## src/rtl/mem_arbiter.sv

```systemverilog
// Two-port (fetch/data) arbiter in front of a single fixed-latency memory.
// One transaction in flight at a time: IDLE -> ACCESS (MEM_LAT cycles) -> RESP -> IDLE.
module mem_arbiter #(
  parameter int unsigned MEM_LAT = 1,
  parameter int unsigned AW      = 32
) (
  input  logic          clk,
  input  logic          rst_n,
  // fetch port
  input  logic          if_req_valid,
  output logic          if_req_ready,
  input  logic [AW-1:0] if_addr,
  output logic          if_rsp_valid,
  output logic [31:0]   if_rsp_data,
  // data port
  input  logic          d_req_valid,
  output logic          d_req_ready,
  input  logic [AW-1:0] d_addr,
  input  logic          d_we,
  input  logic [31:0]   d_wdata,
  output logic          d_rsp_valid,
  output logic [31:0]   d_rsp_data,
  // shared memory
  output logic [AW-1:0] mem_address,
  output logic [31:0]   mem_write_data,
  output logic          mem_write_enable,
  input  logic [31:0]   mem_read_data,
  output logic          busy
);

  localparam logic [1:0] IDLE   = 2'd0;
  localparam logic [1:0] ACCESS = 2'd1;
  localparam logic [1:0] RESP   = 2'd2;

  localparam logic PORT_IF = 1'b0;
  localparam logic PORT_D  = 1'b1;

  localparam logic [1:0] LAST_CNT = 2'(MEM_LAT - 1);

  logic [1:0]    state_q, state_d;
  logic          port_q;
  logic          we_q;
  logic          last_grant_q;
  logic [1:0]    cnt_q;
  logic [AW-1:0] mem_address_q;
  logic [31:0]   mem_write_data_q;
  logic [31:0]   if_rsp_data_q;
  logic [31:0]   d_rsp_data_q;

  logic grant_if, grant_d, grant, last_access;

  // On a tie the port that did not win last time is served.
  always_comb begin
    grant_if = 1'b0;
    grant_d  = 1'b0;
    if (state_q == IDLE) begin
      if (if_req_valid && (!d_req_valid || last_grant_q == PORT_D)) begin
        grant_if = 1'b1;
      end else if (d_req_valid) begin
        grant_d = 1'b1;
      end
    end
  end

  assign grant       = grant_if | grant_d;
  assign last_access = (state_q == ACCESS) && (cnt_q == LAST_CNT);

  always_comb begin
    state_d = state_q;
    unique case (state_q)
      IDLE:    if (grant) state_d = ACCESS;
      ACCESS:  if (last_access) state_d = RESP;
      RESP:    state_d = IDLE;
      default: state_d = IDLE;
    endcase
  end

  always_ff @(posedge clk or negedge rst_n) begin
    if (!rst_n) begin
      state_q          <= IDLE;
      port_q           <= PORT_IF;
      we_q             <= 1'b0;
      last_grant_q     <= PORT_D;
      cnt_q            <= 2'd0;
      mem_address_q    <= '0;
      mem_write_data_q <= 32'd0;
      if_rsp_data_q    <= 32'd0;
      d_rsp_data_q     <= 32'd0;
    end else begin
      state_q <= state_d;
      if (grant) begin
        port_q        <= grant_d;
        last_grant_q  <= grant_d;
        we_q          <= grant_d & d_we;
        mem_address_q <= grant_d ? d_addr : if_addr;
        cnt_q         <= 2'd0;
        // Fetches leave the write-data bus at its previous value.
        if (grant_d) begin
          mem_write_data_q <= d_wdata;
        end
      end else if ((state_q == ACCESS) && !last_access) begin
        cnt_q <= cnt_q + 2'd1;
      end
      if (last_access) begin
        if (port_q == PORT_D) begin
          d_rsp_data_q <= we_q ? 32'd0 : mem_read_data;
        end else begin
          if_rsp_data_q <= mem_read_data;
        end
      end
    end
  end

  assign if_req_ready     = grant_if;
  assign d_req_ready      = grant_d;
  assign mem_address      = mem_address_q;
  assign mem_write_data   = mem_write_data_q;
  assign mem_write_enable = (state_q == ACCESS) && (cnt_q == 2'd0) && we_q;
  assign if_rsp_valid     = (state_q == RESP) && (port_q == PORT_IF);
  assign d_rsp_valid      = (state_q == RESP) && (port_q == PORT_D);
  assign if_rsp_data      = if_rsp_data_q;
  assign d_rsp_data       = d_rsp_data_q;
  assign busy             = (state_q != IDLE);

endmodule

```

## config.mk

```make
export PLATFORM = sky130hd
export DESIGN_NAME = mem_arbiter
export DESIGN_NICKNAME = d
export VERILOG_FILES = /design/src/rtl/mem_arbiter.sv
export SDC_FILE = /design/constraint.sdc
export NUM_CORES = 1
export LEC_CHECK = 0
export ABC_AREA = 1
export CORE_AREA = 2 2 105 132
export CTS_BUF_LIST = sky130_fd_sc_hd__clkbuf_8
export CTS_CLUSTER_DIAMETER = 100
export CTS_CLUSTER_SIZE = 30
export DETAILED_ROUTE_END_ITERATION = 12
export DIE_AREA = 0 0 107 134
export PLACE_DENSITY = 0.95
export SLEW_MARGIN = 20
export SYNTH_ARGS = -nofsm -noshare
export SYNTH_HDL_FRONTEND = slang
export SYNTH_SLANG_ARGS = --single-unit
export TNS_END_PERCENT = 10
```

## constraint.sdc

```tcl
create_clock -name clk -period 2.1 [get_ports clk]
set_input_delay 0.42 -clock clk [delete_from_list [all_inputs] [get_ports clk]]
set_output_delay 0.42 -clock clk [all_outputs]
set_load 0.01 [all_outputs]
```

==> impl_metrics.yaml, run 1 <==
clock_network:
  clockBufferDepth: 2
  clock_sinks: 135
  clk_latency_ps: 420
  htreeDepth: 4
  clk_pin_slew_ps: 80
  cts_tree: "yes"
  root_buffer: "clkbuf_8"
  numCtsBuffers: 17
grt:
  grt_use_total: 0.2409
  grt_pass1_wl_um: 27230
  grt_max_degree: 65
  antenna_found_initial: 0
  grt-ovfl-total: 0
  first_global_vias: 5713
yosys:
  synth_fp_nets: 865
  synth_top_family_by_area: "simple AND/OR/NAND/NOR gates"
  ys_ff_latch: 135
  yosysWarnings: 0
  synth_mux_area_frac: 0
  syn_avg_cell_area_um2: 8.045
  syn_area_mm2: 0.005881
  ys_seq_area_frac: 0.5747
  synthAdderAreaFrac: 0.002128
  synth_xor_area_frac: 0
  synth-simple-area-share: 0.3309
  postSynthCellCount: 731
  synth.distinct_cells: 20
  synth-compound-area-share: 0.005745
flow_run:
  cap_violations: 0
cells_and_area:
  fill_cells: 975
  post-route-util: 0.6977
  mostFrequentLayoutCells: "330 x nand2_1, 259 x clkdlybuf4s50_1, 134 x dfrtp_1"
  drive_above_1_share: 0.06436
  nNetsFinal: 1131
  n_antenna_cell: 0
  syn2layout_area_growth_pct: 55.60
  final_cell_count_no_fill: 1181
  final_common_cell: "nand2_1"
sta:
  finalSetupViolCount: 0
  fmax_mhz: 501.1
  rsz0062_at_grt: "false"
  fin_crit_sh: 0.9504
  finalMaxSlewViolations: 0
  whs_ps: 474.0
  worst_slew_pin_slew_ps: 649.8
  fin_skew_ps: 13.24
  fin_crit_ps: 1996
  hold_violations: 0
  slew_headroom: 0.5668
placement:
  port-buffer-count: 266
  hpwl_um: 12290
  place_congestion: 0.8079
  dp.cells: 1146
critical_path:
  path_max_fanout: 2
  worstSetupEndpointType: "output pin"
  r2r_end: "mem_address[11]"
  startpoint_type: "input pin"
  path_class: "input pin to output pin"
  reg2reg_from: "state_q[0]"
  crit_start: "d_req_valid"
  r2r_cells: 9
  reg2reg_slack_ps: 280
  cp.required_ps: 1680
  worstPathArrival_ps: 1580
power_and_ir_drop:
  max-vdd-ir-drop_uv: 776.5
  p_leak_nw: 4.714
  p_total_mw: 13.45
  power_density_mw_per_mm2: 1470
detailed_routing:
  ant_nets: 0
  wl_per_cell_um: 14.50
  drt-pass1-iter-count: 5
  drcViolationCount: 0
  drt_iter0_markers: 363
  wl_um: 17120
  vias_per_cell: 4.893
  vias: 5779
die:
  io_pins: 267
  placementRows: 47
  chipWidth_um: 107
  coreArea_mm2: 0.01311
  initial_core_util: 0.4484
  die-area_mm2: 0.01434
  die_h_um: 134
hold_path:
  holdPathStages: 2
  hold_path_end: "if_rsp_data[0]"
  hp-class: "flip-flop to flip-flop"
  min_from: "if_rsp_data[0]"
status:
  outcome: "finished clean"
## critical path: stages
cell and delay, ps:
clkdlybuf4s50_1 470, inv_1 50, a21oi_2 180, nand2_2 80
clkinv_1 80, dlygate4sd2_1 280
## layer usage
layer / GRT usage / part of all wire / wire, um / vias up
li1: - / - / - / 2770
met1: 0.2794 / 0.38 / 6467 / 2682
met2: 0.4168 / 0.52 / 8833 / 280
met3: 0.06365 / 0.073 / 1250 / 47
met4: 0.1068 / 0.033 / 569 / 0
met5: 0 / 0 / 0 / -
## power breakdown
part           switching (mW)  internal (mW)
Sequential              0.704           3.85
Clock                    1.06           1.06
Combinational            3.48           3.29
Total                    5.24           8.20
## cells by family after synthesis
group,after synthesis
fa+ha+maj,1
simple gates,468
compound gates,6
flops,135
buf+inv,121
## synthesized netlist by cell type, drive strengths merged
| library cell | count | share of area |
|---|---|---|
| clkinv | 2 | 0.0013 |
| nand3 | 129 | 0.11 |
| a21oi | 5 | 0.0049 |
| o21ai | 1 | 0.00085 |
| ha | 1 | 0.0021 |
| nor3 | 2 | 0.0017 |
| clkbuf | 10 | 0.0064 |
| buf | 30 | 0.029 |
| inv | 79 | 0.050 |
| dfstp | 1 | 0.0045 |
| nand2 | 333 | 0.21 |
| nor2 | 4 | 0.0051 |
| dfrtp | 134 | 0.57 |
## stage by stage
step / setup TNS, ps / setup WS (ps) / instance area (um2)
2_1_floorplan: 0 / 647.2 / 5881
3_3_place_gp: -188.3 / -162.7 / 8741
3_5_place_dp: -217.1 / -165.2 / 8741
4_1_cts: 0 / 6.429 / 9148
5_1_grt: 0 / 17.88 / 9150
6_report: 0 / 104.2 / 9150
## area by class of cell
type                    count  area (um2)  area share
clock buffers              17       234.0     0.02557
well taps                 171       214.0     0.02338
multi-input cells         475        1994      0.2180
clock inverters            15       153.9     0.01682
inverters                  81       304.0     0.03323
repair buffers            287        2870      0.3137
flip-flops and latches    135        3379      0.3693
## worst max path at each step
stage	to	slack [ps]	cells past startpoint
6_report	d_req_ready	100	6
5_1_grt	d_req_ready	20	6
4_1_cts	d_rsp_valid	6	3
3_5_place_dp	d_req_ready	-170	6
3_3_place_gp	d_req_ready	-160	6
2_1_floorplan	d_req_ready	650	4
## state kept, by name (all words and copies together), names as in the netlist
register and flops:
we_q 1, state_q 2, mem_address 32, port_q 1, if_rsp_data 32, d_rsp_data 32, cnt_q 2, last_grant_q 1
mem_write_data 32
## timing repair
item	in CTS	in global routing
hold buffers	1	0
gates resized for setup	5	1
endpoints found under the setup margin	3	1
setup buffers	2	0
hold endpoints to repair	43	0
pin swaps	1	0
No activity file was read; power rests on OpenSTA's default activity.
==> run 2, diff against run 1 <==
Settings changed: CORE_AREA 2 2 105 132 to 2 2 112 141, DIE_AREA 0 0 107 134 to 0 0 114 143, PLACE_DENSITY 0.95 to 0.86.
==> run 2 against run 1 <==
  * Critical path depth did not move
  * Routed wire length grew 3.5%
  * Highest routed layer is now met5
  * Combinational power about the same
  * Core utilization is 7.9 points lower
  * Clock power is 13% higher
  * Global-route usage shrank 2.1 points
  * Count of clock-buffer cells in the layout unchanged
  * Critical path type unchanged
  * Fmax is 1.1% higher
==> impl_metrics.yaml, run 2 (synthesized netlist as in run 1, its figures left out) <==
sta:
  fin_tns_setup_ps: 0
  rsz0062_at_grt: "false"
  fin_crit_sh: 0.9401
  worst_slew_pin_slew_ps: 692.4
  finalMaxSlewViolations: 0
  fin_crit_ps: 1974
  whs_ps: 474.7
  fin_skew_ps: 13.40
  finalSetupViolCount: 0
  slew_headroom: 0.5384
  hold_violations: 0
  setup_ws_ps: 125.8
  fmax_mhz: 506.5
clock_network:
  htreeDepth: 4
  clockBufferDepth: 2
  root_buffer: "clkbuf_8"
  clk_latency_ps: 420
  cts_tree: "yes"
  numCtsBuffers: 17
  clk_pin_slew_ps: 70
  clock_sinks: 135
power_and_ir_drop:
  p_total_mw: 13.72
  power.internal_mw: 8.438
  p_comb_frac: 0.494
  seqPwrFrac: 0.332
  p_leak_nw: 4.735
  max-vdd-ir-drop_uv: 718.2
  swShare: 0.3849
  clkPwrFrac: 0.174
  power_density_mw_per_mm2: 1489
  p_sw_mw: 5.279
placement:
  dpl-instance-area_mm2: 0.008757
  dp.cells: 1159
  place_congestion: 0.8106
  port-buffer-count: 266
  post-place-ws_ps: -181.3
  hpwl_um: 12620
critical_path:
  critPathSlowestCell: "clkdlybuf4s50_1"
  path_class: "input pin to output pin"
  path_max_fanout: 2
  worstPathArrival_ps: 1550
  worstSetupEndpointType: "output pin"
  reg2reg_slack_ps: 250
  cp.required_ps: 1680
  crit_chain: "clkdlybuf4s50_1 > inv_1 > a21oi_2 > nand2_2 > clkinv_1 > dlygate4sd2_1"
  startpoint_type: "input pin"
  critPathMaxStageDelay_ps: 470
detailed_routing:
  drt_iter0_markers: 410
  drt-pass1-iter-count: 5
  ant_nets: 0
  wl_per_cell_um: 14.85
  drcViolationCount: 0
  vias_per_cell: 4.769
  vias: 5694
  wl_um: 17730
cells_and_area:
  final_common_cell: "nand2_1"
  post-route-util: 0.6189
  nNetsFinal: 1133
  drive_above_1_share: 0.06621
  n_antenna_cell: 0
  syn2layout_area_growth_pct: 56.70
  postLayoutCellArea_mm2: 0.009215
  fill_cells: 1274
  final_cell_count_no_fill: 1194
  mostFrequentLayoutCells: "330 x nand2_1, 259 x clkdlybuf4s50_1, 134 x dfrtp_1"
die:
  die-area_mm2: 0.01630
  initial_core_util: 0.3950
  die_h_um: 143
  io_pins: 267
  placementRows: 50
  coreArea_mm2: 0.01489
  chipWidth_um: 114
grt:
  grt_pass1_wl_um: 28270
  grt_max_degree: 65
  first_global_vias: 5737
  antenna_found_initial: 1
  grt_use_total: 0.2199
  grt-ovfl-total: 0
hold_path:
  hp-class: "flip-flop to flip-flop"
status:
  outcome: "finished clean"
flow_run:
  cap_violations: 0
run 2: cell count changes in the layout (fill, tap and decap cells not counted), sizes merged:
cell / previous run / this run
dlygate4sd2: 5 / 6
dlymetal6s2s: 1 / 0
bufinv: 2 / 4
clkinvlp: 4 / 2
buf: 21 / 23
run 2: repair_timing:
action                                  4_1_cts  5_1_grt
endpoints found under the hold margin        45        0
endpoints found under the setup margin        6        0
setup buffers                                 2        0
gates resized for setup                       7        0
hold buffers                                  1        0
run 2: final timing paths:
check                               startpoint              end  depth (start not counted)
worst min-delay path            if_rsp_data[5]   if_rsp_data[5]                          2
min in group asynchronous                rst_n   d_rsp_data[15]                          2
max in group asynchronous                rst_n     last_grant_q                          3
worst max register to register      state_q[0]  mem_address[10]                          9
worst min register to register  if_rsp_data[5]   if_rsp_data[5]                          2
worst max-delay path               d_req_valid      d_req_ready                          6
run 2: power groups by stage:
stage                     logic (mW)  clock network, mW  registers (mW)
after global routing            7.44               2.57            4.68
after global placement          6.66                  0            4.53
after CTS                       6.87               2.44            4.55
after floorplan                 2.62                  0            5.08
final                           6.78               2.39            4.55
after detailed placement        6.82                  0            4.59
run 2: area by class of cell:
cell class | count | area, um2 | area share
clock buffers | 17 | 234.0 | 0.02539
clock inverters | 15 | 202.7 | 0.02200
inverters | 81 | 304.0 | 0.03299
multi-input cells | 475 | 1994 | 0.2164
flip-flops and latches | 135 | 3379 | 0.3667
well taps | 182 | 227.7 | 0.02471
repair buffers | 289 | 2873 | 0.3117
run 2: worst max-delay path, delay by kind of cell:
family                 cells  cell delay [ps]
buffers and inverters      4              890
AO/OA/AOI/OAI              1              170
AND/OR/NAND/NOR            1               80
run 2: per-layer routing:
metal,wire (um),vias up,share of wire,track usage
li1,-,2768,-,-
met1,6877,2651,0.39,0.2542
met2,9255,236,0.52,0.3916
met3,1156,37,0.065,0.05857
met4,423,2,0.024,0.07638
met5,13,-,0.00073,0
==> run 3, diff against run 2 <==
Settings changed: CORE_AREA 2 2 112 141 to 2 2 105 132, DIE_AREA 0 0 114 143 to 0 0 107 134, PLACE_DENSITY 0.86 to 0.95.
==> results of run 3 <==
Final layout, timing and power as in run 1 (identical DEF).
